File: src/rtl/mem_port_arbiter.sv
// Round-robin arbiter that lets the instruction-fetch and load/store requesters
// share one single-port memory, one req/ready transaction at a time.
module mem_port_arbiter #(
  parameter int unsigned ADDR_W      = 32,
  parameter int unsigned DATA_W      = 32,
  parameter int unsigned TIMEOUT_CYC = 255
) (
  input  logic              clk,
  input  logic              reset,
  input  logic              i_req,
  input  logic [ADDR_W-1:0] i_addr,
  output logic              i_ack,
  output logic [DATA_W-1:0] i_rdata,
  output logic              i_err,
  input  logic              d_req,
  input  logic              d_we,
  input  logic [ADDR_W-1:0] d_addr,
  input  logic [DATA_W-1:0] d_wdata,
  input  logic [1:0]        d_size,
  output logic              d_ack,
  output logic [DATA_W-1:0] d_rdata,
  output logic              d_err,
  output logic              mem_req,
  output logic              mem_we,
  output logic [ADDR_W-1:0] mem_addr,
  output logic [DATA_W-1:0] mem_wdata,
  output logic [1:0]        mem_size,
  input  logic [DATA_W-1:0] mem_rdata,
  input  logic              mem_ready
);

  localparam int unsigned     CNT_W    = 16;
  localparam logic [CNT_W-1:0] CNT_LAST = CNT_W'(TIMEOUT_CYC - 1);

  typedef enum logic [1:0] {IDLE, BUSY_I, BUSY_D, RESP} state_t;
  typedef enum logic {GRANT_I = 1'b0, GRANT_D = 1'b1} grant_t;

  state_t            state_q, state_d;
  grant_t            last_grant_q;
  logic [CNT_W-1:0]  cnt_q;
  logic [ADDR_W-1:0] addr_q;
  logic              we_q;
  logic [DATA_W-1:0] wdata_q;
  logic [1:0]        size_q;
  logic              err_q;
  logic [DATA_W-1:0] i_rdata_q, d_rdata_q;

  logic              busy, grant_i, grant_d, timed_out, done;
  logic [DATA_W-1:0] rsp_rdata;

  assign busy = (state_q == BUSY_I) || (state_q == BUSY_D);

  always_comb begin
    // NOTE: every signal written here gets a default first, so no path leaves one unassigned and infers a latch.
    state_d   = state_q;
    grant_i   = 1'b0;
    grant_d   = 1'b0;
    // A ready in the limit cycle wins over the timeout.
    timed_out = busy && !mem_ready && (cnt_q == CNT_LAST);
    done      = busy && (mem_ready || timed_out);
    rsp_rdata = (mem_ready && !we_q) ? mem_rdata : '0;
    case (state_q)
      IDLE: begin
        grant_i = i_req && (!d_req || last_grant_q == GRANT_D);
        grant_d = d_req && !grant_i;
        if (grant_i)      state_d = BUSY_I;
        else if (grant_d) state_d = BUSY_D;
      end
      BUSY_I, BUSY_D: if (done) state_d = RESP;
      RESP:           state_d = IDLE;
      default:        state_d = IDLE;
    endcase
  end

  always_ff @(posedge clk) begin
    if (reset) begin
      state_q      <= IDLE;
      last_grant_q <= GRANT_D;
      cnt_q        <= '0;
      addr_q       <= '0;
      we_q         <= 1'b0;
      wdata_q      <= '0;
      size_q       <= 2'b00;
      err_q        <= 1'b0;
      i_rdata_q    <= '0;
      d_rdata_q    <= '0;
    end else begin
      // NOTE: non-blocking assignments so every register here updates from pre-edge values.
      state_q <= state_d;
      case (state_q)
        IDLE: begin
          cnt_q <= '0;
          if (grant_i) begin
            addr_q       <= i_addr;
            we_q         <= 1'b0;
            wdata_q      <= '0;
            size_q       <= 2'b10;
            last_grant_q <= GRANT_I;
          end else if (grant_d) begin
            addr_q       <= d_addr;
            we_q         <= d_we;
            wdata_q      <= d_wdata;
            size_q       <= d_size;
            last_grant_q <= GRANT_D;
          end
        end
        BUSY_I, BUSY_D: begin
          if (done) begin
            err_q <= timed_out;
            if (state_q == BUSY_I) i_rdata_q <= rsp_rdata;
            else                   d_rdata_q <= rsp_rdata;
          end else begin
            cnt_q <= cnt_q + CNT_W'(1);
          end
        end
        default: cnt_q <= '0;
      endcase
    end
  end

  assign mem_req   = busy;
  assign mem_we    = busy && we_q;
  assign mem_addr  = addr_q;
  assign mem_wdata = wdata_q;
  assign mem_size  = size_q;

  // The ack goes to whichever side was granted last, which is the one just served.
  assign i_ack   = (state_q == RESP) && (last_grant_q == GRANT_I);
  assign d_ack   = (state_q == RESP) && (last_grant_q == GRANT_D);
  assign i_err   = i_ack && err_q;
  assign d_err   = d_ack && err_q;
  assign i_rdata = i_rdata_q;
  assign d_rdata = d_rdata_q;

endmodule

File: config.mk
export PLATFORM = sky130hd
export DESIGN_NAME = mem_port_arbiter
export DESIGN_NICKNAME = d
export VERILOG_FILES = /design/src/rtl/mem_port_arbiter.sv
export SDC_FILE = /design/constraint.sdc
export NUM_CORES = 1
export LEC_CHECK = 0
export ABC_AREA = 1
export CORE_MARGIN = 4
export CORE_UTILIZATION = 68
export CTS_CLUSTER_SIZE = 8
export DETAILED_ROUTE_END_ITERATION = 8
export DONT_BUFFER_PORTS = 1
export MAX_ROUTING_LAYER = met4
export PLACE_DENSITY_LB_ADDON = 0.2
export SKIP_LAST_GASP = 1
export SLEW_MARGIN = 15
export SYNTH_ARGS = -nofsm -noshare
export SYNTH_HDL_FRONTEND = slang
export SYNTH_SLANG_ARGS = --single-unit
File: constraint.sdc
create_clock -name clk -period 2.9 [get_ports clk]
set_clock_uncertainty 0.15 [all_clocks]
set_input_delay 0.435 -clock clk [delete_from_list [all_inputs] [get_ports clk]]
set_output_delay 0.435 -clock clk [all_outputs]
set_load 0.02 [all_outputs]
== Yosys cells after proc, flatten, opt, wreduce, memory -nomap -nowiden ==
Cells that the tools add are included.

* Register bits after elaboration: 151
* Bits of input ports: 136
* Logic and storage cells: 64

* Add/subtract/negate cells: 1
* Equal/unequal tests: 6
* Mux-type cells: 17
* Bitwise logic cells: 3
* Reductions and logical operators: 27

{| class="wikitable"
|+ Operators by type and width
! cell !! number
|-
| 2-to-1 mux 32 bit || 5
|-
| adder 16 x 1 -> 16 bit (second input constant) || 1
|-
| == test 16 x 8 -> 1 bit (second input constant) || 1
|-
| logical AND 1 bit || 11
|-
| 2-to-1 mux 2 bit || 5
|-
| 2-to-1 mux 1 bit || 6
|-
| one-hot mux 2 bit (3 select lines) || 1
|-
| AND reduction 2 bit || 3
|-
| AND reduction 3 bit || 2
|-
| == test 2 bit (second input constant) || 2
|-
| logical NOT 1 bit || 4
|-
| OR reduction 2 bit || 2
|-
| logical OR 1 bit || 3
|-
| != test 3 bit (second input constant) || 1
|-
| NOT 1 bit || 3
|-
| == test 2 x 1 -> 1 bit (second input constant) || 1
|-
| logical NOT 2 bit || 1
|-
| != test 2 bit (second input constant) || 1
|-
| nonzero test 2 bit || 1
|}

== Depth between registers and ports, before layout ==
* Word-level depth: 8
* Mapped depth: 13
* Mapped depth without buffers: 12

== Worst setup path after synthesis ==
No wires, ideal clock.

* Kind: flip-flop to flip-flop
* Start: register state_q[0]
* End: register cnt_q[5]
* Library setup time: 0.115 ns
* Data arrival time: 1.849 ns
* Slack: 0.786 ns
* Cell stages (with the launch flop): 13
* Period minus slack after synthesis: 2.114 ns
* Cell sequence: dfxtp_1 > inv_1 > ha_1 > nand2_1 > inv_1 > nand2_1 > nor2_1 > nand3_1 > nand2_2 > nand2_1 > buf_2 > a21oi_1 > nor2_1

* Word-level cells in the longest chain between the ends: 6

{| class="wikitable"
|+ RTL lines
! what !! RTL line !! source
|-
| from (decl) || 38 || <nowiki>state_t state_q, state_d;</nowiki>
|-
| from (signal assigned) || 89 || <nowiki>state_q <= state_d;</nowiki>
|-
| == test 2 x 1 -> 1 bit / == test 2 bit (equally long branches) || 51 || <nowiki>assign busy = (state_q == BUSY_I) || (state_q == BUSY_D);</nowiki>
|-
| logical OR 1 bit (*) || 51 ||
|-
| via mem_req || 23 || <nowiki>output logic mem_req,</nowiki>
|-
| logical AND 1 bit (2 in series) || 59 || <nowiki>timed_out = busy && !mem_ready && (cnt_q == CNT_LAST);</nowiki>
|-
| logical OR 1 bit || 60 || <nowiki>done = busy && (mem_ready || timed_out);</nowiki>
|-
| logical AND 1 bit (*) || 60 ||
|-
| to (signal assigned) || 113 || <nowiki>cnt_q <= cnt_q + CNT_W'(1);</nowiki>
|-
| to (decl) || 40 || <nowiki>logic [CNT_W-1:0] cnt_q;</nowiki>
|}

The timed path passes the listed nets; every way through them passes the cells marked *.
A chain may end at the register's enable or synchronous reset.

== Worst setup path in the final report ==
* Start: register state_q[0]
* End: register wdata_q[8] (netlist: mem_wdata[8])

* Word-level cells in the longest chain between the ends: 4

{| class="wikitable"
|+ RTL lines
! what !! RTL line !! source
|-
| logical NOT 2 bit (*) || 62, 90 ||
|-
| 2-to-1 mux 1 bit || 62 || <nowiki>case (state_q)</nowiki>
|-
| nonzero test 2 bit (no source line) || -- ||
|-
| AND reduction 2 bit (no source line) || -- ||
|-
| to (signal assigned) || 102 || <nowiki>wdata_q <= d_wdata;</nowiki>
|-
| to (decl) || 43 || <nowiki>logic [DATA_W-1:0] wdata_q;</nowiki>
|}

Every way passes the cells marked *; elsewhere a longest branch is shown, timed or not.

==> out/metrics.sh <==
PATH_MAX_FANOUT=34
FINAL_ANTENNA_NET_COUNT=0
CRITICAL_PATH.CELL_CHAIN='inv_1 -> ha_1 -> inv_1 -> nor2_2 -> inv_1 -> nand2_1 -> clkinv_2 -> nand2_1 -> a21oi_1 -> dlygate4sd3_1'
SEQUENTIAL_TO_TOTAL_AREA_SHARE_FROM_YOSYS_STAT=0.4689
YOSYS.AREA.TOP_TYPE='sky130_fd_sc_hd__dfxtp_1'
VIAS_PER_CELL=6.360
YS_DOMINANT_REG_CELL='sky130_fd_sc_hd__dfxtp_1'
YOSYS_REG_BITS=151
YOSYS.CELL_TYPES.COUNT=23
FP-ROW-COUNT=35
FLOORPLAN_DIE_HEIGHT_MICRONS=105.4
CRITICAL_PATH.SLOWEST_CELL='sky130_fd_sc_hd__dlygate4sd3_1'
WORST_SLEW_MARGIN_REL=0.4389
SEQ_POWER_SHARE=0.432
ANTENNA_CELLS=0
GLOBALROUTEOVERFLOWTOTAL=0
ANTENNA_FOUND_INITIAL=0
AVGSYNTHCELLAREA_SQ_UM=6.924
CP_DATA_REQUIRED_TIME_NS=3.17
P_INT_mW=4.789
PLACE.PORT_BUFFERS=0
SYNTH_CELLS=931
POST_CTS_SETUP_INSERTS=0
SYNTH_TOP_FAMILY_BY_AREA='simple AND/OR/NAND/NOR gates'
WORST_SKEW_PAIR.LATE_LATENCY_NS=0.53
REMAINING_ROUTING_DRC_VIOLATIONS=0
CTS.CLK_SLEW.WORST_PATHS_NS=0.07
CRITICAL_PATH_CLASS='reg2reg'
SYNTH_XOR_XNOR_AREA_SHARE=0.001359
SYNTHDOMINANTCELLAREASHARE=0.4689
FINALSETUPTNS_NS=0
OUTCOME='complete, no violations'
DIEWIDTH_MICRONS=105.4
MEASURED_SLEW_AT_THE_WORST_SLEW_CHECK_PIN_NS=0.8396
MAXSLEWVIOLCOUNT=0
TIMING.FMAX_GHz=0.3564
WIRE_LENGTH_OF_THE_FIRST_GLOBAL_ROUTING_PASS_MICRONS=37720
COUNT_OF_NETS_AFTER_FINISHING=1142
YOSYS.AREA_SHARE.SIMPLE=0.2756
DRTITER0DRC=1073
WORST_PATH_MOST_REPEATED_CELL='sky130_fd_sc_hd__inv_1'
WORSTPATHARRIVAL_NS=3.07
NUM_CTS_BUFFERS=17
ADDER_CELL_SHARE_OF_THE_SYNTHESIZED_AREA=0.01165
YOSYSWARNINGCOUNT=0
DP_HPWL_MICRONS=12580
SWSHARE=0.4693
P_COMB_FRAC=0.327
FIN_HOLD_WS_NS=0.01391
FLOORPLAN.INITIALDENSITY=0.6976
SYNTH.NET_COUNT=1073
VIAS_AFTER_DETAILED_ROUTING=7263
SYNTH_ENABLE_FLOP_CELLS=0
NETLIST_TOP_CELLS_AREA='sky130_fd_sc_hd__dfxtp_1 (47%), sky130_fd_sc_hd__nand2_1 (14%), sky130_fd_sc_hd__a21oi_1 (9.7%), sky130_fd_sc_hd__nor2_1 (8.0%), sky130_fd_sc_hd__nand3_1 (4.8%)'
SYNTH_COMPOUND_GATE_AREA_SHARE=0.1599
CTSLONGESTPATHBUFFERS=2
POST_SYNTH_MUX_AREA_SHARE=0.001553
TIMING.FINAL.CRIT_PERIOD_NS=2.806
SYNTH.CELL_AREA_SQ_MM=0.006446
FLOORPLAN.IO_PINS=272
REG2REGPATHDEPTH=10
DRT-PASS1-ITER-COUNT=6
ROUTED_WIRELENGTH_MICRONS=24520
P_LEAK_nW=3.424
CPPEAKSTAGEDELAY_NS=0.57
HOLD_VIOL=0
HOLDCRITPATHCLASS='in2reg'
SWITCHING_POWER_mW=4.234
FIRST_GLOBAL_VIAS=7002
ROOT_BUFFER='sky130_fd_sc_hd__clkbuf_8'
CLOCK_SINKS=151
RSZ0062_AT_GRT='no'
ROUTABILITYCONGESTION=0.9430
PWR_DENSITY_CELL_mW_PER_MM2=1120
GRT_START_MAX_NET_PINS=91
HTREE_NUM_LEVELS=4
VDD.IR_DROP.WORST_uV=752.0
STARTPOINT_TYPE='flip-flop'
MAXCAPVIOLATIONS=0
SETUP_VIOLATIONS=0
FLOW.AREA_GROWTH_FROM_SYNTHESIS_PCT=24.94
POST_ROUTE_CELLS_DRIVE_ABOVE_1_SHARE=0.05331
ASYNC_RESET_FF_FRAC=0
CP_CAPTURE_TYPE='flip-flop'
P_CLK_FRAC=0.242
GLOBALROUTETOTALUTIL=0.4412
POST_DRT_WL_PER_CELL_MICRONS=21.47
CTS_TREE='done'
FIN_CRIT_SHARE=0.9675
CORE_AREA_SQ_MM=0.009240
DIE_AREA_SQ_MM=0.01110
HOLD-PATH-CELL-COUNT=4
-- power groups by stage --
stage	sequential [mW]	combinational [mW]	clock, mW
after floorplan	3.65	1.97	0
after global placement	3.84	2.22	0
after detailed placement	3.85	2.35	0
after CTS	3.82	2.60	2.16
after global routing	3.91	3.21	2.25
final	3.89	2.95	2.18
-- cell usage after synthesis, drive strengths merged, types with 4 or more instances --
library cell    n
nand2         239
dfxtp         151
nor2          138
a21oi         126
inv            68
nand3          63
o21ai          37
buf            32
o22ai          32
clkbuf         28
ha              6
nor3            4
-- cell type report --
| type | instances | area [sq um] |
|---|---|---|
| Timing Repair Buffer | 110 | 1106 |
| Fill cell | 432 | 1186 |
| Multi-Input combinational cell | 650 | 2920 |
| Inverter | 70 | 264.0 |
| Clock buffer | 18 | 417.9 |
| Tap cell | 129 | 161.4 |
| Clock inverter | 14 | 161.4 |
| Sequential cell | 151 | 3023 |
-- cell families after synthesis --
| family | after synthesis |
|---|---|
| and+or+nand+nor | 447 |
| AOI/OAI and AO/OA | 195 |
| DFF | 151 |
| buffers and inverters | 130 |
| adders and majority gates | 6 |
| xor gates and xnor gates | 1 |
| muxes | 1 |
-- cell usage in the layout, fill, tap and decap left out, types with 5 or more instances in the layout --
cell type                       count
sky130_fd_sc_hd__nand2_1          238
sky130_fd_sc_hd__dfxtp_1          151
sky130_fd_sc_hd__nor2_1           136
sky130_fd_sc_hd__a21oi_1          124
sky130_fd_sc_hd__dlygate4sd3_1     97
sky130_fd_sc_hd__inv_1             67
sky130_fd_sc_hd__nand3_1           62
sky130_fd_sc_hd__o21ai_0           35
sky130_fd_sc_hd__o22ai_1           32
sky130_fd_sc_hd__clkbuf_16         16
sky130_fd_sc_hd__buf_4             10
sky130_fd_sc_hd__ha_1               5
-- worst max-delay path: cells and delay by family, from the launching register on --
| family | cells | cell delay, ns |
|---|---|---|
| DFF | 1 | 0.37 |
| AOI/OAI and AO/OA | 1 | 0.10 |
| buffers and inverters | 5 | 1.29 |
| and+or+nand+nor | 3 | 0.55 |
| adders and majority gates | 1 | 0.22 |
-- sequential cells by signal, indices dropped and copies added, names as in the netlist --
| signal | cells |
|---|---|
| mem_size | 2 |
| we_q | 1 |
| cnt_q | 16 |
| state_q | 2 |
| last_grant_q | 1 |
| err_q | 1 |
| d_rdata | 32 |
| mem_wdata | 32 |
| i_rdata | 32 |
| mem_addr | 32 |
-- path summary, 6_finish.rpt --
kind | from | endpoint | slack [ns]
setup reg to reg | state_q[0] | mem_wdata[8] | 0.09
setup / recovery | state_q[0] | mem_wdata[8] | 0.09
hold reg to reg | err_q | err_q | 0.35
hold / removal | mem_rdata[15] | i_rdata[15] | 0.01
-- per-stage QoR --
step / instance area (sq um) / setup WS (ns) / utilization / instances / total power [mW]
2_1_floorplan: 6446 / 0.7859 / - / 931 / 5.622
3_3_place_gp: 6482 / 0.6702 / 0.7016 / 1012 / 6.067
3_5_place_dp: 6482 / 0.5604 / 0.7016 / 1012 / 6.198
4_1_cts: 8053 / 0.4960 / 0.8715 / 1142 / 8.582
5_1_grt: 8054 / 0.002276 / 0.8716 / 1142 / 9.372
6_report: 8054 / 0.09430 / 0.8716 / 1142 / 9.023
-- layer usage --
| metal | vias up | GRT usage | share of wire | wire [microns] |
|---|---|---|---|---|
| met5 | - | - | 0 | 0 |
| met4 | 0 | 0.3327 | 0.087 | 2136 |
| met3 | 209 | 0.1243 | 0.12 | 2900 |
| met2 | 682 | 0.6885 | 0.47 | 11410 |
| met1 | 3226 | 0.4767 | 0.33 | 8077 |
| li1 | 3146 | - | - | - |
-- repair_timing --
item                                    in CTS  in global routing
hold buffers                                98                  0
hold endpoints to repair                    70                  0
gates resized for setup                      0                  1
endpoints found under the setup margin       0                  1
Power figures use the tool's default switching activity.
